**config.mk**
```make
export PLATFORM = sky130hd
export DESIGN_NAME = sirv_irq_cond_flat
export DESIGN_NICKNAME = d
export VERILOG_FILES = /design/src/rtl/sirv_irq_cond_if.sv /design/src/rtl/sirv_irq_cond.sv /design/src/flat_wrapper.sv
export SDC_FILE = /design/constraint.sdc
export NUM_CORES = 1
export LEC_CHECK = 0
export CAP_MARGIN = 10
export CORE_MARGIN = 4
export CORE_UTILIZATION = 59
export CTS_CLUSTER_DIAMETER = 80
export DETAILED_ROUTE_END_ITERATION = 8
export PLACE_DENSITY = 0.89
export SYNTH_ARGS = -nofsm -noshare
export SYNTH_HDL_FRONTEND = slang
export SYNTH_SLANG_ARGS = --single-unit
```
**constraint.sdc**
```tcl
create_clock -name clk -period 3 [get_ports clk]
set_input_delay 0.75 -clock clk [delete_from_list [all_inputs] [get_ports clk]]
set_output_delay 0.75 -clock clk [all_outputs]
set_load 0.03 [all_outputs]
```
**src/rtl/sirv_irq_cond_if.sv**
```systemverilog
// ICB slave-port bundle for the interrupt conditioner register file.
// The master drives commands and response acceptance; the slave answers.
interface sirv_irq_cond_if;
    logic        i_icb_cmd_valid;
    logic        i_icb_cmd_ready;
    logic [11:0] i_icb_cmd_addr;
    logic        i_icb_cmd_read;
    logic [31:0] i_icb_cmd_wdata;
    logic        i_icb_rsp_valid;
    logic        i_icb_rsp_ready;
    logic [31:0] i_icb_rsp_rdata;

    modport master (
        output i_icb_cmd_valid, i_icb_cmd_addr, i_icb_cmd_read, i_icb_cmd_wdata,
        output i_icb_rsp_ready,
        input  i_icb_cmd_ready, i_icb_rsp_valid, i_icb_rsp_rdata
    );

    modport slave (
        input  i_icb_cmd_valid, i_icb_cmd_addr, i_icb_cmd_read, i_icb_cmd_wdata,
        input  i_icb_rsp_ready,
        output i_icb_cmd_ready, i_icb_rsp_valid, i_icb_rsp_rdata
    );
endinterface

```
**src/rtl/sirv_irq_cond.sv**
```systemverilog
// Interrupt conditioner ahead of the PLIC: synchronises raw lines, applies polarity,
// and presents level or latched-edge requests, with an ICB register file for control.
module sirv_irq_cond #(
    parameter int IRQ_NUM     = 32,
    parameter int SYNC_STAGES = 2
) (
    input  logic               clk,
    input  logic               rst_n,
    sirv_irq_cond_if.slave     icb,
    input  logic [IRQ_NUM-1:0] irq_raw_i,
    output logic [IRQ_NUM-1:0] irq_o
);

    logic [IRQ_NUM-1:0] sync_q [SYNC_STAGES];
    logic [IRQ_NUM-1:0] mode_q, pol_q, pend_q, prev_q;
    logic [IRQ_NUM-1:0] mode_next, pol_next, pend_next;
    logic [IRQ_NUM-1:0] s, a, rise, wbits;
    logic               accept, wr, mapped;
    logic               wr_mode, wr_pol, wr_pend;
    logic               rsp_valid_q;
    logic [31:0]        rsp_rdata_q;
    logic               unused_ok;

    function automatic logic [31:0] read_word(
        input logic [11:0]        addr,
        input logic [IRQ_NUM-1:0] mode,
        input logic [IRQ_NUM-1:0] pol,
        input logic [IRQ_NUM-1:0] pend,
        input logic [IRQ_NUM-1:0] raw
    );
        logic [31:0] r;
        r = '0;
        if (addr[11:4] == 8'd0) begin
            unique case (addr[3:2])
                2'd0: r[IRQ_NUM-1:0] = mode;
                2'd1: r[IRQ_NUM-1:0] = pol;
                2'd2: r[IRQ_NUM-1:0] = pend & mode;
                2'd3: r[IRQ_NUM-1:0] = raw;
                default: r = '0;
            endcase
        end
        return r;
    endfunction

    assign unused_ok = ^{icb.i_icb_cmd_addr[1:0], icb.i_icb_cmd_wdata};

    // Synchroniser chain for the asynchronous raw lines
    always_ff @(posedge clk) begin
        if (!rst_n) begin
            for (int i = 0; i < SYNC_STAGES; i++) sync_q[i] <= '0;
        end else begin
            sync_q[0] <= irq_raw_i;
            for (int i = 1; i < SYNC_STAGES; i++) sync_q[i] <= sync_q[i-1];
        end
    end

    assign s    = sync_q[SYNC_STAGES-1];
    assign a    = s ^ pol_q;
    assign rise = a & ~prev_q;

    assign icb.i_icb_cmd_ready = ~rsp_valid_q | icb.i_icb_rsp_ready;
    assign icb.i_icb_rsp_valid = rsp_valid_q;
    assign icb.i_icb_rsp_rdata = rsp_rdata_q;

    assign accept  = icb.i_icb_cmd_valid & icb.i_icb_cmd_ready;
    assign wr      = accept & ~icb.i_icb_cmd_read;
    assign mapped  = (icb.i_icb_cmd_addr[11:4] == 8'd0);
    assign wr_mode = wr & mapped & (icb.i_icb_cmd_addr[3:2] == 2'd0);
    assign wr_pol  = wr & mapped & (icb.i_icb_cmd_addr[3:2] == 2'd1);
    assign wr_pend = wr & mapped & (icb.i_icb_cmd_addr[3:2] == 2'd2);
    assign wbits   = icb.i_icb_cmd_wdata[IRQ_NUM-1:0];

    // Register next-state: a mode flip discards stale pend bits; a new edge beats W1C
    always_comb begin
        mode_next = mode_q;
        pol_next  = pol_q;
        if (wr_mode) mode_next = wbits;
        if (wr_pol)  pol_next  = wbits;
        pend_next = pend_q & ~(mode_q ^ mode_next);
        if (wr_pend) pend_next = pend_next & ~wbits;
        pend_next = pend_next | (rise & mode_next);
    end

    // Control/state registers and conditioned output
    always_ff @(posedge clk) begin
        if (!rst_n) begin
            mode_q <= '0;
            pol_q  <= '0;
            pend_q <= '0;
            prev_q <= '0;
            irq_o  <= '0;
        end else begin
            mode_q <= mode_next;
            pol_q  <= pol_next;
            pend_q <= pend_next;
            // Using the new polarity keeps an inversion change from looking like an edge
            prev_q <= s ^ pol_next;
            irq_o  <= (mode_q & pend_q) | (~mode_q & a);
        end
    end

    // Response stage: one registered beat per accepted command, held until taken
    always_ff @(posedge clk) begin
        if (!rst_n) begin
            rsp_valid_q <= 1'b0;
            rsp_rdata_q <= '0;
        end else if (accept) begin
            rsp_valid_q <= 1'b1;
            rsp_rdata_q <= icb.i_icb_cmd_read
                           ? read_word(icb.i_icb_cmd_addr, mode_q, pol_q, pend_q, s)
                           : 32'd0;
        end else if (icb.i_icb_rsp_ready) begin
            rsp_valid_q <= 1'b0;
        end
    end

endmodule

```
**src/flat_wrapper.sv**
```systemverilog
// flat-port wrapper written by rule: the top's interface ports become plain ports
module sirv_irq_cond_flat 
#(
    parameter int IRQ_NUM     = 32,
    parameter int SYNC_STAGES = 2
)
  (clk, rst_n, irq_raw_i, irq_o, icb_i_icb_cmd_valid, icb_i_icb_cmd_addr, icb_i_icb_cmd_read, icb_i_icb_cmd_wdata, icb_i_icb_rsp_ready, icb_i_icb_cmd_ready, icb_i_icb_rsp_valid, icb_i_icb_rsp_rdata);
  sirv_irq_cond_if icb_i ();
  input  logic clk;
  input  logic rst_n;
  input  logic [IRQ_NUM-1:0] irq_raw_i;
  output logic [IRQ_NUM-1:0] irq_o;
  input wire logic [$bits(icb_i.i_icb_cmd_valid)-1:0] icb_i_icb_cmd_valid;
  input wire logic [$bits(icb_i.i_icb_cmd_addr)-1:0] icb_i_icb_cmd_addr;
  input wire logic [$bits(icb_i.i_icb_cmd_read)-1:0] icb_i_icb_cmd_read;
  input wire logic [$bits(icb_i.i_icb_cmd_wdata)-1:0] icb_i_icb_cmd_wdata;
  input wire logic [$bits(icb_i.i_icb_rsp_ready)-1:0] icb_i_icb_rsp_ready;
  output wire logic [$bits(icb_i.i_icb_cmd_ready)-1:0] icb_i_icb_cmd_ready;
  output wire logic [$bits(icb_i.i_icb_rsp_valid)-1:0] icb_i_icb_rsp_valid;
  output wire logic [$bits(icb_i.i_icb_rsp_rdata)-1:0] icb_i_icb_rsp_rdata;
  assign icb_i.i_icb_cmd_valid = icb_i_icb_cmd_valid;
  assign icb_i.i_icb_cmd_addr = icb_i_icb_cmd_addr;
  assign icb_i.i_icb_cmd_read = icb_i_icb_cmd_read;
  assign icb_i.i_icb_cmd_wdata = icb_i_icb_cmd_wdata;
  assign icb_i.i_icb_rsp_ready = icb_i_icb_rsp_ready;
  assign icb_i_icb_cmd_ready = icb_i.i_icb_cmd_ready;
  assign icb_i_icb_rsp_valid = icb_i.i_icb_rsp_valid;
  assign icb_i_icb_rsp_rdata = icb_i.i_icb_rsp_rdata;
  sirv_irq_cond #(.IRQ_NUM(IRQ_NUM), .SYNC_STAGES(SYNC_STAGES)) u_core (.clk(clk), .rst_n(rst_n), .icb(icb_i), .irq_raw_i(irq_raw_i), .irq_o(irq_o));
endmodule
```
==> qor.log <==
[cts] # Post-CTS Setup Buffers 0
[synth] Syn Inst Count 1250
[routing] DR WL/cell 17.5 um
[pwr] static leakage 4.76 nW
[timing] number of max-slew violations in the final report 0
[cts] hold buffers post-CTS 0
[critical_path] r2r setup slk 1.20 ns
[cts] CTS tree built
[synth] main combinational cell family by area after synthesis simple AND/OR/NAND/NOR gates
[min_path] Hold/Removal Path Class flip-flop to flip-flop
[min_path] worst hold start u_core.sync_q[0][9]$_SDFF_PN0_
[critical_path] Top Family by Delay on Critical Path buffers and inverters
[cts] maximum number of buffers from clock root to sink 3
[critical_path] worst-case reg-to-reg path depth 6
[routing] total vias in the final route 9691
[routing] total routed wirelength 28.2 mm
[synth] mux contribution to synthesized area 0.0300
[critical_path] source of the worst register-to-register timing path u_core.icb.i_icb_rsp_valid$_SDFFE_PN0P_
[critical_path] critical path data arrival time 1.72 ns
[critical_path] path type of the worst setup path primary input to output port
[floorplanning] starting density of the core 0.609
[placement] Final Wtd Congestion 0.801
[global_routing] All-Layer GR Usage 0.267
[synth] simple logic cell fraction of the synthesized area 0.215
[global_routing] initial antenna violation count 0
[floorplanning] I/O pin count 147
[global_routing] largest net degree at the start of global routing 106
[routing] detailed-route DRC error count 0
[finish] share of layout cells above drive strength 1 0.0607
[finish] synthesis-to-finish area growth 23.6%
[timing] Fmax achieved 405 MHz
[synth] post-synthesis sequential element count 257
[critical_path] worst-path cell chain clkdlybuf4s50_1 -> nand2b_1 -> buf_4 -> buf_4
[finish] Layout Utilization 0.753
[cts] Clk pin slew, worst setup/hold paths 0.06 ns
[synth] count of yosys warnings during synthesis 0
[cts] count of H-tree levels built during CTS 1
[timing] clock skew after layout 0.00855 ns
[timing] remaining max-slew budget at the tightest pin 0.565
[floorplanning] die extent in x 143 um
[critical_path] cell seen most often among critical-path stages buf_4
[critical_path] FF-to-FF End u_core.pend_q[25]$_SDFF_PN0_
[routing] count of TritonRoute iterations in the first routing pass 5
[timing] Tightest Pin Transition 0.653 ns
[synth] mean area per synthesized cell 8.54 um2
[synth] fraction of the yosys area taken by sequential cells 0.482
[global_routing] number of global-route vias before repair 9510
[critical_path] Critical Path Sink Type output port
[synth] library cells used by synthesis 32
[floorplanning] Placement Rows 48
[timing] RSZ-0062 raised after global routing false
[critical_path] cell type of the slowest stage on the worst timing path clkdlybuf4s50_1
[outcome] result of the run complete, no violations
[placement] count of port buffers added during placement 144
[global_routing] global-route wire length before repair 45.1 mm
[pwr] highest ir drop seen on vdd 0.000505 V
[timing] total of endpoints with negative setup slack in the final report 0
[cts] number of buffers inserted during clock tree synthesis 26
[critical_path] crit-path max FO 3
[synth] Post-Syn Nets 1331
[cts] root buf cell clkbuf_16
[cts] clk_lat worst skew 0.53 ns
[floorplanning] floorplan die height 143 um
[timing] final critical-path share of the clock period 0.823
[floorplanning] Core Box Area 17500 um2
[synth] XOR/XNOR share of the synthesized area 0.0484
[min_path] worst hold path cell count 1
[critical_path] longest individual stage delay on the worst path 0.45 ns
[pwr] power density over the cells 554 nW/um2
[critical_path] buffering stage count on the worst path with inverters included 3
[global_routing] Overflow after GRT 0
[routing] post-detailed-route count of antenna-violating nets 0
[cts] Gates resized, CTS repair 0
[finish] number of nets in the layout 1448
[routing] number of DRC violations after detailed-routing iteration 0 794
[timing] setup_tns 0 ns
[cts] Sinks on Clock Net 257
[timing] Tmin final 2.47 ns
[min_path] Worst Hold Endpoint u_core.sync_q[0][41]$_SDFF_PN0_
[synth] Synth Area in Compound Gates 0.177
[floorplanning] area of the die 20300 um2
[finish] count of antenna diodes in the layout 0
[synth] adder and majority cell fraction of the synthesized area 0
[placement] HPWL after detailed placement 17.8 mm
[critical_path] kind of start point of the critical path primary input
[critical_path] Req. time, crit path 2.25 ns
[routing] average vias per placed instance 6.03
[run] number of maximum-capacitance violations 0
[synth] Syn Std Cell Area 10700 um2
[timing] endpoints failing hold 0
-- worst max path at each step --
stage               slack [ns]  depth (start not counted)                      endpoint                   from
finish                    0.53                          4           icb_i_icb_cmd_ready    icb_i_icb_rsp_ready
global route              0.52                          8  u_core.pend_q[22]$_SDFF_PN0_  icb_i_icb_cmd_addr[5]
CTS                       0.53                          4           icb_i_icb_cmd_ready    icb_i_icb_rsp_ready
detailed placement        0.09                          7  u_core.pend_q[21]$_SDFF_PN0_  icb_i_icb_cmd_addr[5]
global placement          0.15                          6   u_core.pend_q[6]$_SDFF_PN0_  icb_i_icb_cmd_addr[5]
floorplan                 0.73                          8  u_core.mode_q[21]$_SDFF_PN0_    icb_i_icb_rsp_ready
-- area by class of cell --
type | count | area [um2]
flip-flops and latches | 257 | 5140
multi-input cells | 876 | 5040
fillers | 1211 | 4340
repair buffers | 172 | 1720
clock buffers | 34 | 731
well taps | 225 | 282
clock inverters | 10 | 144
inverters | 34 | 133
-- worst reg2reg max path, stage by stage, from the launching register on --
cell and delay, ns:
dfxtp_1 0.33, nand2b_1 0.14, and4_2 0.29, buf_12 0.20, a31oi_1 0.48, nand2_1 0.13, o22ai_1 0.16
-- kinds of logic (layout without fill, tap and decap cells) --
| kind of cell | after synthesis | in the layout |
|---|---|---|
| and+or+nand+nor | 453 | 453 |
| buffers and inverters | 117 | 250 |
| muxes | 32 | 32 |
| DFF | 257 | 257 |
| xor gates and xnor gates | 59 | 59 |
| AOI/OAI and AO/OA | 332 | 332 |
-- placed cells by master, fill, tap and decap left out, types with 33 or more instances in the layout --
master	n
dfxtp_1	257
o21ai_0	34
nor2_1	119
nand3_1	118
and2_1	69
xnor2_1	59
nand2_1	71
inv_1	33
o22ai_1	33
a21oi_1	156
clkdlybuf4s50_1	140
-- stage by stage --
stage	instances	power [mW]	setup slack, ns	instance area, um2	hold WS (ns)
after floorplan	1250	3.85	0.728	10700	0.412
after global placement	1564	4.08	0.151	12300	0.414
after detailed placement	1564	4.09	0.0948	12300	0.418
after CTS	1608	7.35	0.529	13200	0.431
after global routing	1608	7.53	0.515	13200	0.445
final	1608	7.31	0.530	13200	0.430
-- routing by layer --
layer	routed length [um]	vias up	track usage
met5	0	-	0
met4	855	0	0.116
met3	2210	79	0.0528
met2	14100	435	0.475
met1	10900	4603	0.313
li1	-	4574	-
-- state kept, by name (all words and copies together) (netlist names) --
signal,flops
u_core.icb.i_icb_rsp_rdata,32
u_core.icb.i_icb_rsp_valid,1
u_core.irq_o,32
u_core.mode_q,32
u_core.pend_q,32
u_core.pol_q,32
u_core.prev_q,32
u_core.sync_q,64
-- Yosys cell counts --
| master | instances | share of area |
|---|---|---|
| nor2b_1 | 32 | 0.019 |
| nand3b_1 | 1 | 0.00070 |
| buf_6 | 3 | 0.0032 |
| a31oi_1 | 28 | 0.016 |
| nand3_1 | 118 | 0.055 |
| nand2b_1 | 2 | 0.0012 |
| nor4_4 | 3 | 0.0060 |
| and2_0 | 1 | 0.00059 |
| nor2_1 | 120 | 0.042 |
| nor3b_1 | 32 | 0.022 |
| buf_1 | 4 | 0.0014 |
| or2_1 | 1 | 0.00059 |
| clkbuf_1 | 44 | 0.015 |
| a32oi_1 | 2 | 0.0016 |
| and2_1 | 69 | 0.040 |
| nand2_1 | 72 | 0.025 |
| inv_1 | 34 | 0.012 |
| o211ai_1 | 5 | 0.0035 |
| o31ai_1 | 4 | 0.0028 |
| mux2i_1 | 32 | 0.030 |
| o22ai_1 | 33 | 0.019 |
| buf_4 | 3 | 0.0021 |
| buf_2 | 29 | 0.014 |
| xnor2_1 | 59 | 0.048 |
| dfxtp_1 | 257 | 0.48 |
| o21ai_1 | 30 | 0.014 |
| a32o_1 | 8 | 0.0075 |
| nand4_2 | 1 | 0.0012 |
| and4_1 | 1 | 0.00082 |
| a21oi_1 | 156 | 0.073 |
| a22oi_1 | 32 | 0.022 |
| o21ai_0 | 34 | 0.016 |
-- report_power, final --
part	switching [mW]	internal, mW	leakage [nW]
Combinational	0.290	0.228	2.24
Sequential	0.0303	3.48	2.09
Clock	1.32	1.97	0.433
Total	1.64	5.67	4.76
No activity file was read; power rests on OpenSTA's default activity.
